### config.mk
export PLATFORM = sky130hd
export DESIGN_NAME = mem_port_arbiter_flat
export DESIGN_NICKNAME = d
export VERILOG_FILES = /design/src/rtl/mem_port_arbiter_if.sv /design/src/rtl/mem_port_arbiter.sv /design/src/flat_wrapper.sv
export SDC_FILE = /design/constraint.sdc
export NUM_CORES = 1
export LEC_CHECK = 0
export BUFFER_PORTS_ARGS = -buffer_cell sky130_fd_sc_hd__buf_2
export CORE_ASPECT_RATIO = 1.25
export CORE_MARGIN = 4
export CORE_UTILIZATION = 36
export DETAILED_ROUTE_END_ITERATION = 8
export GPL_TIMING_DRIVEN = 0
export PLACE_DENSITY = 0.77
export SKIP_CTS_REPAIR_TIMING = 1
export SYNTH_ARGS = -nofsm -noshare
export SYNTH_HDL_FRONTEND = slang
export SYNTH_SLANG_ARGS = --single-unit
### constraint.sdc
create_clock -name clk -period 2.2 [get_ports clk]
set_clock_uncertainty 0.2 [all_clocks]
set_input_delay 0.44 -clock clk [delete_from_list [all_inputs] [get_ports clk]]
set_output_delay 0.44 -clock clk [all_outputs]
set_load 0.05 [all_outputs]
### src/rtl/mem_port_arbiter_if.sv
// Bundle of fetch, data-stage and memory-port signals shared by the
// unified-memory arbiter. slave = arbiter view, master = surrounding pipeline/memory.
interface mem_port_arbiter_if;
    logic        if_req;
    logic [31:0] if_addr;
    logic        if_ack;
    logic [31:0] if_rdata;
    logic        dm_req;
    logic        dm_we;
    logic [3:0]  dm_be;
    logic [31:0] dm_addr;
    logic [31:0] dm_wdata;
    logic        dm_ack;
    logic [31:0] dm_rdata;
    logic        mem_req;
    logic        mem_we;
    logic [3:0]  mem_be;
    logic [31:0] mem_addr;
    logic [31:0] mem_wdata;
    logic [31:0] mem_rdata;
    logic        mem_ready;
    logic        sel;
    logic        err;

    modport slave (
        input  if_req, if_addr, dm_req, dm_we, dm_be, dm_addr, dm_wdata,
        input  mem_rdata, mem_ready,
        output if_ack, if_rdata, dm_ack, dm_rdata,
        output mem_req, mem_we, mem_be, mem_addr, mem_wdata, sel, err
    );

    modport master (
        output if_req, if_addr, dm_req, dm_we, dm_be, dm_addr, dm_wdata,
        output mem_rdata, mem_ready,
        input  if_ack, if_rdata, dm_ack, dm_rdata,
        input  mem_req, mem_we, mem_be, mem_addr, mem_wdata, sel, err
    );
endinterface

### src/rtl/mem_port_arbiter.sv
// Shares the single memory port between fetch (IF) and the memory stage (DM);
// DM wins ties, the just-served requester is skipped so both alternate.
module mem_port_arbiter #(
    parameter int unsigned TIMEOUT = 255
) (
    input logic              clk,
    input logic              rst_n,
    mem_port_arbiter_if.slave bus
);
    typedef enum logic [1:0] {IDLE, BUSY_IF, BUSY_DM} state_t;

    localparam logic [7:0] WCNT_LAST = 8'(TIMEOUT - 1);

    state_t     state;
    state_t     state_nx;
    logic [7:0] wcnt;
    logic       timeout_hit;
    logic       abort;
    logic       grant_if;
    logic       grant_dm;

    always_comb begin
        state_nx      = state;
        timeout_hit   = (wcnt == WCNT_LAST) && !bus.mem_ready;
        abort         = 1'b0;
        bus.if_ack    = 1'b0;
        bus.if_rdata  = 32'h0;
        bus.dm_ack    = 1'b0;
        bus.dm_rdata  = 32'h0;
        case (state)
            IDLE: begin
                if (bus.dm_req)      state_nx = BUSY_DM;
                else if (bus.if_req) state_nx = BUSY_IF;
            end
            // Completion or abort ends the access; the finished requester is excluded
            BUSY_IF: begin
                if (rst_n && (bus.mem_ready || timeout_hit)) begin
                    abort        = timeout_hit;
                    bus.if_ack   = 1'b1;
                    bus.if_rdata = timeout_hit ? 32'h0 : bus.mem_rdata;
                    state_nx     = bus.dm_req ? BUSY_DM : IDLE;
                end
            end
            BUSY_DM: begin
                if (rst_n && (bus.mem_ready || timeout_hit)) begin
                    abort        = timeout_hit;
                    bus.dm_ack   = 1'b1;
                    bus.dm_rdata = timeout_hit ? 32'h0 : bus.mem_rdata;
                    state_nx     = bus.if_req ? BUSY_IF : IDLE;
                end
            end
            default: state_nx = IDLE;
        endcase
    end

    // A state change into BUSY_x is always a fresh grant (BUSY_x never re-grants itself)
    assign grant_dm = (state_nx == BUSY_DM) && (state != BUSY_DM);
    assign grant_if = (state_nx == BUSY_IF) && (state != BUSY_IF);

    always_ff @(posedge clk) begin
        if (!rst_n) begin
            state         <= IDLE;
            wcnt          <= 8'd0;
            bus.err       <= 1'b0;
            bus.mem_req   <= 1'b0;
            bus.mem_we    <= 1'b0;
            bus.mem_be    <= 4'b0000;
            bus.mem_addr  <= 32'h0;
            bus.mem_wdata <= 32'h0;
            bus.sel       <= 1'b0;
        end else begin
            state <= state_nx;
            if (abort) bus.err <= 1'b1;
            if (grant_dm) begin
                bus.mem_req   <= 1'b1;
                bus.sel       <= 1'b1;
                bus.mem_we    <= bus.dm_we;
                bus.mem_be    <= bus.dm_be;
                bus.mem_addr  <= bus.dm_addr;
                bus.mem_wdata <= bus.dm_wdata;
                wcnt          <= 8'd0;
            end else if (grant_if) begin
                bus.mem_req   <= 1'b1;
                bus.sel       <= 1'b0;
                bus.mem_we    <= 1'b0;
                bus.mem_be    <= 4'b0000;
                bus.mem_addr  <= bus.if_addr;
                bus.mem_wdata <= 32'h0;
                wcnt          <= 8'd0;
            end else if (state_nx == IDLE) begin
                bus.mem_req   <= 1'b0;
                bus.sel       <= 1'b0;
                bus.mem_we    <= 1'b0;
                bus.mem_be    <= 4'b0000;
                bus.mem_addr  <= 32'h0;
                bus.mem_wdata <= 32'h0;
                wcnt          <= 8'd0;
            end else begin
                wcnt <= wcnt + 8'd1;
            end
        end
    end
endmodule

### src/flat_wrapper.sv
// flat-port wrapper written by rule: the top's interface ports become plain ports
module mem_port_arbiter_flat 
#(
    parameter int unsigned TIMEOUT = 255
)
  (clk, rst_n, bus_if_req, bus_if_addr, bus_dm_req, bus_dm_we, bus_dm_be, bus_dm_addr, bus_dm_wdata, bus_mem_rdata, bus_mem_ready, bus_if_ack, bus_if_rdata, bus_dm_ack, bus_dm_rdata, bus_mem_req, bus_mem_we, bus_mem_be, bus_mem_addr, bus_mem_wdata, bus_sel, bus_err);
  mem_port_arbiter_if bus_i ();
  input logic clk;
  input logic rst_n;
  input wire logic [$bits(bus_i.if_req)-1:0] bus_if_req;
  input wire logic [$bits(bus_i.if_addr)-1:0] bus_if_addr;
  input wire logic [$bits(bus_i.dm_req)-1:0] bus_dm_req;
  input wire logic [$bits(bus_i.dm_we)-1:0] bus_dm_we;
  input wire logic [$bits(bus_i.dm_be)-1:0] bus_dm_be;
  input wire logic [$bits(bus_i.dm_addr)-1:0] bus_dm_addr;
  input wire logic [$bits(bus_i.dm_wdata)-1:0] bus_dm_wdata;
  input wire logic [$bits(bus_i.mem_rdata)-1:0] bus_mem_rdata;
  input wire logic [$bits(bus_i.mem_ready)-1:0] bus_mem_ready;
  output wire logic [$bits(bus_i.if_ack)-1:0] bus_if_ack;
  output wire logic [$bits(bus_i.if_rdata)-1:0] bus_if_rdata;
  output wire logic [$bits(bus_i.dm_ack)-1:0] bus_dm_ack;
  output wire logic [$bits(bus_i.dm_rdata)-1:0] bus_dm_rdata;
  output wire logic [$bits(bus_i.mem_req)-1:0] bus_mem_req;
  output wire logic [$bits(bus_i.mem_we)-1:0] bus_mem_we;
  output wire logic [$bits(bus_i.mem_be)-1:0] bus_mem_be;
  output wire logic [$bits(bus_i.mem_addr)-1:0] bus_mem_addr;
  output wire logic [$bits(bus_i.mem_wdata)-1:0] bus_mem_wdata;
  output wire logic [$bits(bus_i.sel)-1:0] bus_sel;
  output wire logic [$bits(bus_i.err)-1:0] bus_err;
  assign bus_i.if_req = bus_if_req;
  assign bus_i.if_addr = bus_if_addr;
  assign bus_i.dm_req = bus_dm_req;
  assign bus_i.dm_we = bus_dm_we;
  assign bus_i.dm_be = bus_dm_be;
  assign bus_i.dm_addr = bus_dm_addr;
  assign bus_i.dm_wdata = bus_dm_wdata;
  assign bus_i.mem_rdata = bus_mem_rdata;
  assign bus_i.mem_ready = bus_mem_ready;
  assign bus_if_ack = bus_i.if_ack;
  assign bus_if_rdata = bus_i.if_rdata;
  assign bus_dm_ack = bus_i.dm_ack;
  assign bus_dm_rdata = bus_i.dm_rdata;
  assign bus_mem_req = bus_i.mem_req;
  assign bus_mem_we = bus_i.mem_we;
  assign bus_mem_be = bus_i.mem_be;
  assign bus_mem_addr = bus_i.mem_addr;
  assign bus_mem_wdata = bus_i.mem_wdata;
  assign bus_sel = bus_i.sel;
  assign bus_err = bus_i.err;
  mem_port_arbiter #(.TIMEOUT(TIMEOUT)) u_core (.clk(clk), .rst_n(rst_n), .bus(bus_i));
endmodule
======== Word-level counts from Yosys, hierarchy flattened ========
Cells that the tools add are included.
storage, ports and cells
  output and inout port bits .............. 138
  word-level logic and storage cells ...... 59
  register bits ........................... 82
cells by class
  equality and inequality tests ........... 7
  reductions and logical operators ........ 11
  bitwise logic cells ..................... 1
  muxes and demuxes ....................... 30
  add/sub/neg operators ................... 1
operators by type and width
  cell                   count
  $mux W32               9
  $mux W1                12
  $mux W4                3
  $mux W2                5
  $add A8 B1 Y8 const B  1
  $eq A8 B8 Y1 const B   1
  $pmux W2 S3            1
  $eq A2 B1 Y1 const B   2
  $eq A2 B2 Y1 const B   2
  $logic_and A1 B1 Y1    4
  $logic_not A2 Y1       2
  $reduce_or A4 Y1       1
  $reduce_bool A3 Y1     1
  $ne A2 B1 Y1 const B   1
  $ne A2 B2 Y1 const B   1
  $reduce_or A2 Y1       1
  $logic_not A1 Y1       1
  $logic_or A1 B1 Y1     1
  $not A1 Y1             1

======== Logic depth before layout (Yosys ltp) ========
Gate-level depths: netlist of the first run.
  depth after elaboration ................. 10
  gate-level depth with buffers ........... 12
  depth with buffers taken out ............ 8

======== Least setup slack after synthesis of the first run ========
Ideal clock, no wire load.
  path type ............................... reg-to-reg
  start point ............................. register u_core.state[1]
  end point ............................... register u_core.bus.mem_be[0]
  data required time ...................... 1.883 ns
  setup slack ............................. -0.234 ns
  arrival time ............................ 2.117 ns
  period minus slack after synthesis ...... 2.434 ns
  stages on the path, launching flop included .. 13
  cells stage by stage .................... dfxtp_1 inv_1 ha_1 clkbuf_1 and3_1 nand3_1 o41ai_2 a211o_1 a32o_1 buf_6 buf_6 buf_6 a22o_1
on the way
  cells in the longest elaborated chain, start to end .. 7
  elaborated cells on any way between the ends .. 18
  classes of those cells .................. 6 x eq/ne; 7 x mux; 5 x reduce/logical
ends and longest elaborated chain
  element                   line                       RTL
  start: declaration        mem_port_arbiter.sv:14     state_t state;
  start signal: assignment  mem_port_arbiter.sv:72     state <= state_nx;
  $mux W2                   mem_port_arbiter.sv:33     else if (bus.if_req) state_nx = BUSY_IF;
  $mux W2                   mem_port_arbiter.sv:32     if (bus.dm_req) state_nx = BUSY_DM;
  $pmux W2 S3               mem_port_arbiter.sv:30     case (state)
  $eq A2 B1 Y1              mem_port_arbiter.sv:58     assign grant_if = (state_nx == BUSY_IF) && (state != BUSY_IF);
  $logic_and A1 B1 Y1       mem_port_arbiter.sv:58
  $mux W4                   mem_port_arbiter.sv:82     end else if (grant_if) begin
  $mux W4                   mem_port_arbiter.sv:74     if (grant_dm) begin
  end signal: assignment    mem_port_arbiter.sv:78     bus.mem_be <= bus.dm_be;
  end: declaration          mem_port_arbiter_if.sv:29  output mem_req, mem_we, mem_be, mem_addr, mem_wdata, sel, err
Several ways; a longest one is shown, not always the timed one.
A chain may end at the register's enable or synchronous reset.

======== Worst setup path after layout of the first run ========
  start point ............................. register u_core.wcnt[0]
  end point ............................... register u_core.bus.mem_wdata[27]
on the way
  cells in the longest elaborated chain, start to end .. 10
  elaborated cells on any way between the ends .. 15
  classes of those cells .................. 3 x eq/ne; 5 x mux; 7 x reduce/logical
ends and longest elaborated chain
  element                     line                                            RTL
  start: declaration          mem_port_arbiter.sv:16                          logic [7:0] wcnt;
  start signal: assignment    mem_port_arbiter.sv:99                          wcnt <= wcnt + 8'd1;
  $eq A8 B8 Y1 *              mem_port_arbiter.sv:24                          timeout_hit = (wcnt == WCNT_LAST) && !bus.mem_ready;
  $logic_and A1 B1 Y1 *       mem_port_arbiter.sv:24
  $logic_or A1 B1 Y1 *        mem_port_arbiter.sv:37, mem_port_arbiter.sv:45
  $logic_and A1 B1 Y1 *       mem_port_arbiter.sv:37, mem_port_arbiter.sv:45
  $mux W2 (on tied branches)  mem_port_arbiter.sv:45, mem_port_arbiter.sv:37
  $pmux W2 S3 *               mem_port_arbiter.sv:30
  $eq A2 B1 Y1                mem_port_arbiter.sv:58
  $logic_and A1 B1 Y1         mem_port_arbiter.sv:58
  $mux W32                    mem_port_arbiter.sv:82
  $mux W32                    mem_port_arbiter.sv:74
  end signal: assignment      mem_port_arbiter.sv:80                          bus.mem_wdata <= bus.dm_wdata;
  end: declaration            mem_port_arbiter_if.sv:29
Every way passes the cells marked *; elsewhere a longest branch is shown, timed or not.

==> results of run 1 <==
## placed cells by master (no fill, tap or decap), types with 9 or more instances in the layout
| cell type | instances |
|---|---|
| buf_2 | 216 |
| dfxtp_1 | 77 |
| buf_8 | 69 |
| and2_4 | 64 |
| a22o_1 | 37 |
| and3_1 | 33 |
| a221o_1 | 32 |
| buf_6 | 18 |
| buf_4 | 14 |
| clkbuf_16 | 12 |
| and2_1 | 9 |
## worst max-delay path, cell delays in order (launching register included)
cell       delay (ns)
dfxtp_2          0.35
inv_2            0.05
ha_4             0.14
and3_4           0.19
and2_4           0.15
o41ai_4          0.38
a211o_1          0.23
a32o_1           0.19
buf_6            0.16
buf_8            0.16
clkbuf_16        0.14
a22o_1           0.12
## path summary, 6_finish.rpt
check	startpoint	end	slack, ns	cells past startpoint
max	u_core.wcnt[0]	u_core.bus.mem_wdata[27]	-0.33	11
min	bus_dm_wdata[22]	u_core.bus.mem_wdata[22]	0.12	2
max reg2reg	u_core.wcnt[0]	u_core.bus.mem_wdata[27]	-0.33	11
min reg2reg	u_core.bus.sel	u_core.bus.sel	0.26	1
## sequential cells by signal, summed over array words and instances (netlist names)
signal	cells
u_core.state	2
u_core.bus.err	1
u_core.bus.mem_be	4
u_core.bus.mem_addr	32
u_core.bus.sel	1
u_core.wcnt	8
u_core.bus.mem_wdata	32
u_core.bus.mem_we	1
u_core.bus.mem_req	1
## routing by layer
| layer | vias up | share of wire, % | track usage (%) |
|---|---|---|---|
| li1 | 1911 | - | - |
| met1 | 1941 | 36 | 22.4 |
| met2 | 204 | 54 | 35.8 |
| met3 | 48 | 5.5 | 5.62 |
| met4 | 0 | 4.6 | 8.25 |
| met5 | - | 0 | 0 |
## layout make-up
| type | count | area share, % |
|---|---|---|
| multi-input combinational | 234 | 30.8 |
| timing repair buffer | 297 | 33.9 |
| buffer | 29 | 3.81 |
| clock buffer | 13 | 3.73 |
| sequential | 82 | 24.7 |
| clock inverter | 3 | 0.373 |
| inverter | 4 | 0.336 |
| tap | 126 | 2.35 |
## cell families after synthesis
family                     Yosys count  synth area share [%]
and+or+nand+nor                    134                  22.9
AOI/OAI and AO/OA                   87                  22.0
DFF                                 82                  45.9
buffers and inverters               34                  5.32
xor gates and xnor gates             6                  1.47
adders and majority gates            6                  2.10
muxes                                1                 0.280
## through the flow
| stage | power, W | utilization (%) | TNS [ns] |
|---|---|---|---|
| 6_report | 0.00455 | 69.4 | -28.30 |
| 5_1_grt | 0.00471 | 69.4 | -36.54 |
| 4_1_cts | 0.00436 | 56.2 | -84.55 |
| 3_5_place_dp | 0.00298 | 53.4 | -70.87 |
| 3_3_place_gp | 0.00295 | 53.4 | -63.43 |
| 2_1_floorplan | 0.00258 | - | -12.25 |
## where the power goes
part | total, W | switching, W | internal, W | leakage [nW]
sequential | 0.00170 | 0.0000841 | 0.00162 | 0.672
combinational | 0.00147 | 0.000939 | 0.000529 | 2.66
clock | 0.00138 | 0.000580 | 0.000801 | 0.130
total | 0.00455 | 0.00160 | 0.00295 | 3.46
==> out/metrics.cfg, run 1 <==
[outcome]
status = finished with violations
violations = setup timing

[worst_setup_path]
worstPathRequired_ns = 2.27
critPathKind = reg -> reg
end_kind = flop
path_max_fanout = 7
cp-start-kind = flop
crit_arrival_ns = 2.60

[routing]
drt-pass1-iter-count = 4
drt-initial-drc-count = 222
route.detailed.drc = 0
via_per_inst = 5.21
wire_per_inst_um = 20.0
ant_nets = 0
wl_um = 15800
vias = 4104

[yosys]
synth.distinct_cells = 33
synth_top_cell_by_area = dfxtp_1
ys_top_cells_by_count = dfxtp_1, and2_1, and3_1, a22o_1, a221o_1
avgSynthCellArea_um2 = 10.2
synth_edf_count = 0
synth_top_area_share_pct = 45.9
ys_seq_area_share_pct = 45.9
async_flop_share_pct = 0
netlist_area_um2 = 3570
yosys_warnings = 0
synth.area.top_cells = dfxtp_1, and2_1, a22o_1
synthCells = 350
synth_ff_type = dfxtp_1
synthesis.nets = 494
synth_seq_cells = 82
synthMostInstantiatedCell = dfxtp_1

[cells_and_area]
final_area_um2 = 6700
area_growth_pct = 87.6
multi_input_area_um2 = 2070
instances_no_fill = 788
drive_above_1_share_pct = 65.7
nets = 801
antenna_cells = 0
fill_cells = 683
register_area_um2 = 1650

[place]
place_hpwl_um = 10000
place_area_um2 = 5160
dp_slack_ns = -0.760
globalplace.congestion = 0.877
placedCellCount = 751
numPortBuffers = 275

[sta]
slew_viol_final = 0
period_needed_ns = 2.53
finalHoldViolations = 0
clock.fmax_mhz = 396
setup_viol = 144
worst_slack_ns = -0.326
hold_ws_ns = 0.124
period_share_pct = 115
relSlewSlack_pct = 70.1
worst_slew_pin_slew_ns = 0.447
rsz0062_at_grt = true

[die]
die_area_um2 = 11600
num_rows = 40
fp.dieH_um = 119
die_x_um = 97.1
ios = 276
start_util_pct = 37.0
core_um2 = 9660

[power]
power_density_nw_per_um2 = 679
p_leak_nw = 3.46
ir_drop_mv = 0.586

[global_routing]
grt_first_pass_wirelength_um = 19100
grt_usage_pct = 20.1
grt_start_max_net_pins = 14
grt_remaining_overflow = 0
grt_pass1_vias = 3941
antenna_found_initial = 0

[clocking]
numCtsBuffers = 9
cts.sinks = 82
cts_tree = done
clk_pin_slew_ns = 0.06
cts-root-buf = clkbuf_16
clockBufferDepth = 2
htreeDepth = 3
clk_latency_ns = 0.33

[job]
max-cap-violations = 0

[hold_path]
hold_class = in -> reg

Note: power is estimated with default switching activity, not from simulation.
==> run 2, diff against run 1 <==
- PLACE_DENSITY: 0.77 -> 0.83
==> out/metrics.cfg, run 2 (synthesized netlist as in run 1, its figures left out) <==
[routing]
wire_per_inst_um = 18.4
ant_nets = 0
via_per_inst = 5.18
drt-initial-drc-count = 205
route.detailed.drc = 0
vias = 4059
drt-pass1-iter-count = 4
wl_um = 14400

[cells_and_area]
multi_input_area_um2 = 1980
instances_no_fill = 784
fill_cells = 702
register_area_um2 = 1650
final_cell_mix = buf_2, dfxtp_1, buf_8, and2_1, a22o_1
antenna_cells = 0
fin_util_pct = 67.1
final_common_cell = buf_2
nets = 797
area_growth_pct = 81.4
reg_top3 = u_core.bus.mem_addr x32, u_core.bus.mem_wdata x32, u_core.wcnt x8
drive_above_1_share_pct = 61.2

[worst_setup_path]
cp-start-kind = flop
crit_path_top_delay_cell = o41ai_4
cp-startpoint = u_core.wcnt[0]
path_max_fanout = 7
cp_slowest_stage_delay_ns = 0.38
worstPathRequired_ns = 2.27
crit_arrival_ns = 2.56
end_kind = flop
r2r-start = u_core.wcnt[0]
cp_cell_sequence = inv_2, ha_4, and3_4, and2_4, o41ai_4, a211o_1, a32o_1, buf_6, buf_8, clkbuf_16, a22o_1
critPathKind = reg -> reg

[clocking]
numCtsBuffers = 9
cts_tree = done
cts-root-buf = clkbuf_16
clk_latency_ns = 0.33
htreeDepth = 3
clockBufferDepth = 2
clk_pin_slew_ns = 0.06
cts.sinks = 82

[sta]
period_share_pct = 113
period_needed_ns = 2.49
relSlewSlack_pct = 70.2
slew_viol_final = 0
worst_slack_ns = -0.290
rsz0062_at_grt = true
clock.fmax_mhz = 402
worst_slew_pin_slew_ns = 0.446
setup_viol = 144
finalHoldViolations = 0
hold_ws_ns = 0.122

[power]
ir_drop_mv = 0.439
power.total_w = 0.00472
p_leak_nw = 3.38
power_density_nw_per_um2 = 729

[global_routing]
grt_usage_pct = 19.6
grt_pass1_vias = 3837
grt_start_max_net_pins = 15
grt_first_pass_wirelength_um = 18800
antenna_found_initial = 0
grt_remaining_overflow = 0

[place]
place_hpwl_um = 9630
placedCellCount = 751
globalplace.congestion = 0.874
numPortBuffers = 275

[hold_path]
hold_class = in -> reg
min_from = bus_dm_wdata[20]

[die]
ios = 276
fp.dieH_um = 119
die_x_um = 97.1
start_util_pct = 37.0
num_rows = 40
die_area_um2 = 11600
core_um2 = 9660

[outcome]
status = finished with violations
violations = setup timing

[job]
max-cap-violations = 0

==> run 2: power by group <==
group          switching (W)  internal [W]  leakage (nW)
clock network       0.000598       0.00100         0.152
registers          0.0000776       0.00162         0.672
logic               0.000922      0.000500          2.56
==> run 2: area by class of cell <==
class	count	area share [%]
Timing Repair Buffer	293	32.3
Multi-Input combinational cell	234	30.5
Sequential cell	82	25.5
Buffer	29	3.94
Clock buffer	11	3.59
Tap cell	126	2.43
Clock inverter	5	1.35
Inverter	4	0.347
==> run 2: critical path: cells and delay by family (launching register included) <==
family / cells / cell delay (ns)
AND/OR/NAND/NOR: 2 / 0.36
buffers and inverters: 4 / 0.50
adder cells (fa/ha/maj): 1 / 0.14
AO/OA/AOI/OAI: 4 / 0.87
flip-flops: 1 / 0.35
==> run 2: metrics by stage <==
stage / area [um^2] / setup TNS [ns] / setup slack, ns
after floorplan: 3620 / -12.25 / -0.181
after global placement: 5160 / -64.02 / -0.722
after detailed placement: 5160 / -69.68 / -0.734
after CTS: 5480 / -84.08 / -0.756
after global routing: 6480 / -35.66 / -0.377
final: 6480 / -25.56 / -0.290
==> run 2: worst paths after layout <==
path	cells past startpoint	slack, ns	to
setup / recovery	11	-0.29	u_core.bus.mem_wdata[14]
hold / removal	2	0.12	u_core.bus.mem_wdata[20]
setup reg to reg	11	-0.29	u_core.bus.mem_wdata[14]
hold reg to reg	1	0.26	u_core.bus.sel
==> run 2: metal layers <==
layer / wire (um) / part of all wire (%) / up-vias / global-route usage (%)
li1: - / - / 1901 / -
met1: 5270 / 37 / 1924 / 23.0
met2: 7800 / 54 / 203 / 34.4
met3: 967 / 6.7 / 31 / 5.33
met4: 377 / 2.6 / 0 / 6.41
met5: 0 / 0 / - / 0
==> run 3, diff against run 2 <==
- CORE_AREA: unset -> 4 4 106 108
- CORE_ASPECT_RATIO: 1.25 -> unset
- CORE_MARGIN: 4 -> unset
- CORE_UTILIZATION: 36 -> unset
- DIE_AREA: unset -> 0 0 110 112
- PLACE_DENSITY: 0.83 -> 0.78
- clock period: 2.2 -> 2.8 ns (I/O delays scaled with it)
==> out/metrics.cfg, run 3 (synthesized netlist as in run 1, its figures left out) <==
[sta]
period_share_pct = 95.4
worst_slack_ns = 0.130
slew_viol_final = 0
finalHoldViolations = 0
clock.fmax_mhz = 374
hold_ws_ns = 0.221
relSlewSlack_pct = 64.2
period_needed_ns = 2.67
worst_slew_pin_slew_ns = 0.534
setup_viol = 0

[routing]
wire_per_inst_um = 16.9
vias = 3853
route.detailed.drc = 0
drt-initial-drc-count = 213
ant_nets = 0
wl_um = 13200
via_per_inst = 4.95
drt-pass1-iter-count = 4

[power]
p_clk_share_pct = 27.7
p_sw_w = 0.00120
power_switching_share_pct = 37.2
comb_power_share_pct = 31.1
p_seq_share_pct = 41.1
p_int_w = 0.00203
ir_drop_mv = 0.269
power_density_nw_per_um2 = 594
p_leak_nw = 3.07

[worst_setup_path]
cp-start-kind = flop
crit_arrival_ns = 1.91
path_max_fanout = 10
crit_path_top_delay_cell = dfxtp_2
cp_cell_sequence = inv_1, ha_2, and3_2, clkbuf_2, and2_1, buf_2
critPathKind = reg -> out
end_kind = output port
worstPathRequired_ns = 2.04
cp_slowest_stage_delay_ns = 0.37

[clocking]
cts.sinks = 82
clk_pin_slew_ns = 0.09
clockBufferDepth = 2
clk_latency_ns = 0.34
htreeDepth = 3
cts_tree = done
numCtsBuffers = 9
cts-root-buf = clkbuf_8

[place]
globalplace.congestion = 0.872
placedCellCount = 761
dp_slack_ns = -0.459
place_hpwl_um = 10600
numPortBuffers = 275

[die]
num_rows = 37
die_area_um2 = 12300
core_um2 = 10200
ios = 276
fp.dieH_um = 112
die_x_um = 110
start_util_pct = 34.9

[global_routing]
antenna_found_initial = 0
grt_pass1_vias = 3746
grt_usage_pct = 19.4
grt_start_max_net_pins = 16
grt_first_pass_wirelength_um = 19000
grt_remaining_overflow = 0

[cells_and_area]
reg_top3 = u_core.bus.mem_addr x32, u_core.bus.mem_wdata x32, u_core.wcnt x8
final_common_cell = buf_2
instances_no_fill = 778
antenna_cells = 0
final_cell_mix = buf_2, dfxtp_1, and2_1, a22o_1, and3_1
fin_util_pct = 53.1
area_growth_pct = 52.0
drive_above_1_share_pct = 51.4
nets = 781

[hold_path]
hold_class = in -> reg

[job]
max-cap-violations = 0

[outcome]
status = finished clean

## run 3: cell count changes in the layout (fill, tap and decap cells not counted), sizes merged
cell	change
inv	+2
clkinvlp	-1
clkbuf	+13
buf	-30
bufinv	-1
clkinv	+1
## run 3: per-layer routing
layer	global-route usage [%]	vias up	share of wire, %
met5	0	-	0
met4	4.32	0	1.1
met3	5.86	12	8.9
met2	34.1	166	50
met1	23.0	1817	40
li1	-	1858	-
## run 3: area by class of cell
class                   count  area [um^2]
fillers                   935         4800
multi-input cells         234         1800
flip-flops and latches     82         1640
repair buffers            277         1420
plain buffers              29          185
well taps                 136          170
clock buffers              10          138
clock inverters             6         70.1
inverters                   4         15.0
## run 3: stage by stage
stage               setup TNS, ns  instance area [um^2]  power, W
detailed placement         -16.01                  5120   0.00233
global placement           -15.47                  5120   0.00231
finish                          0                  5430   0.00323
global route               -0.522                  5430   0.00337
floorplan                       0                  3570   0.00202
CTS                        -30.60                  5330   0.00323
## run 3: worst paths after layout
path	from	cells after the start	to	slack (ns)
max	u_core.state[0]	6	bus_dm_rdata[6]	0.13
min	bus_dm_wdata[26]	2	u_core.bus.mem_wdata[26]	0.22
max reg2reg	u_core.wcnt[0]	10	u_core.bus.mem_addr[0]	0.13
min reg2reg	u_core.bus.sel	1	u_core.bus.sel	0.27
## run 3: critical path, delay by kind of cell, from the launching register on
family	cells	cell delay [ns]
buffers and inverters	3	0.56
adders and majority gates	1	0.24
DFF	1	0.37
and+or+nand+nor	2	0.41
## run 3: power by group through the flow
stage	logic, W	clock network, W	registers [W]
6_report	0.00100	0.000895	0.00133
5_1_grt	0.00106	0.000972	0.00134
4_1_cts	0.000984	0.000924	0.00133
3_5_place_dp	0.000981	0	0.00135
3_3_place_gp	0.000966	0	0.00135
2_1_floorplan	0.000327	0	0.00170
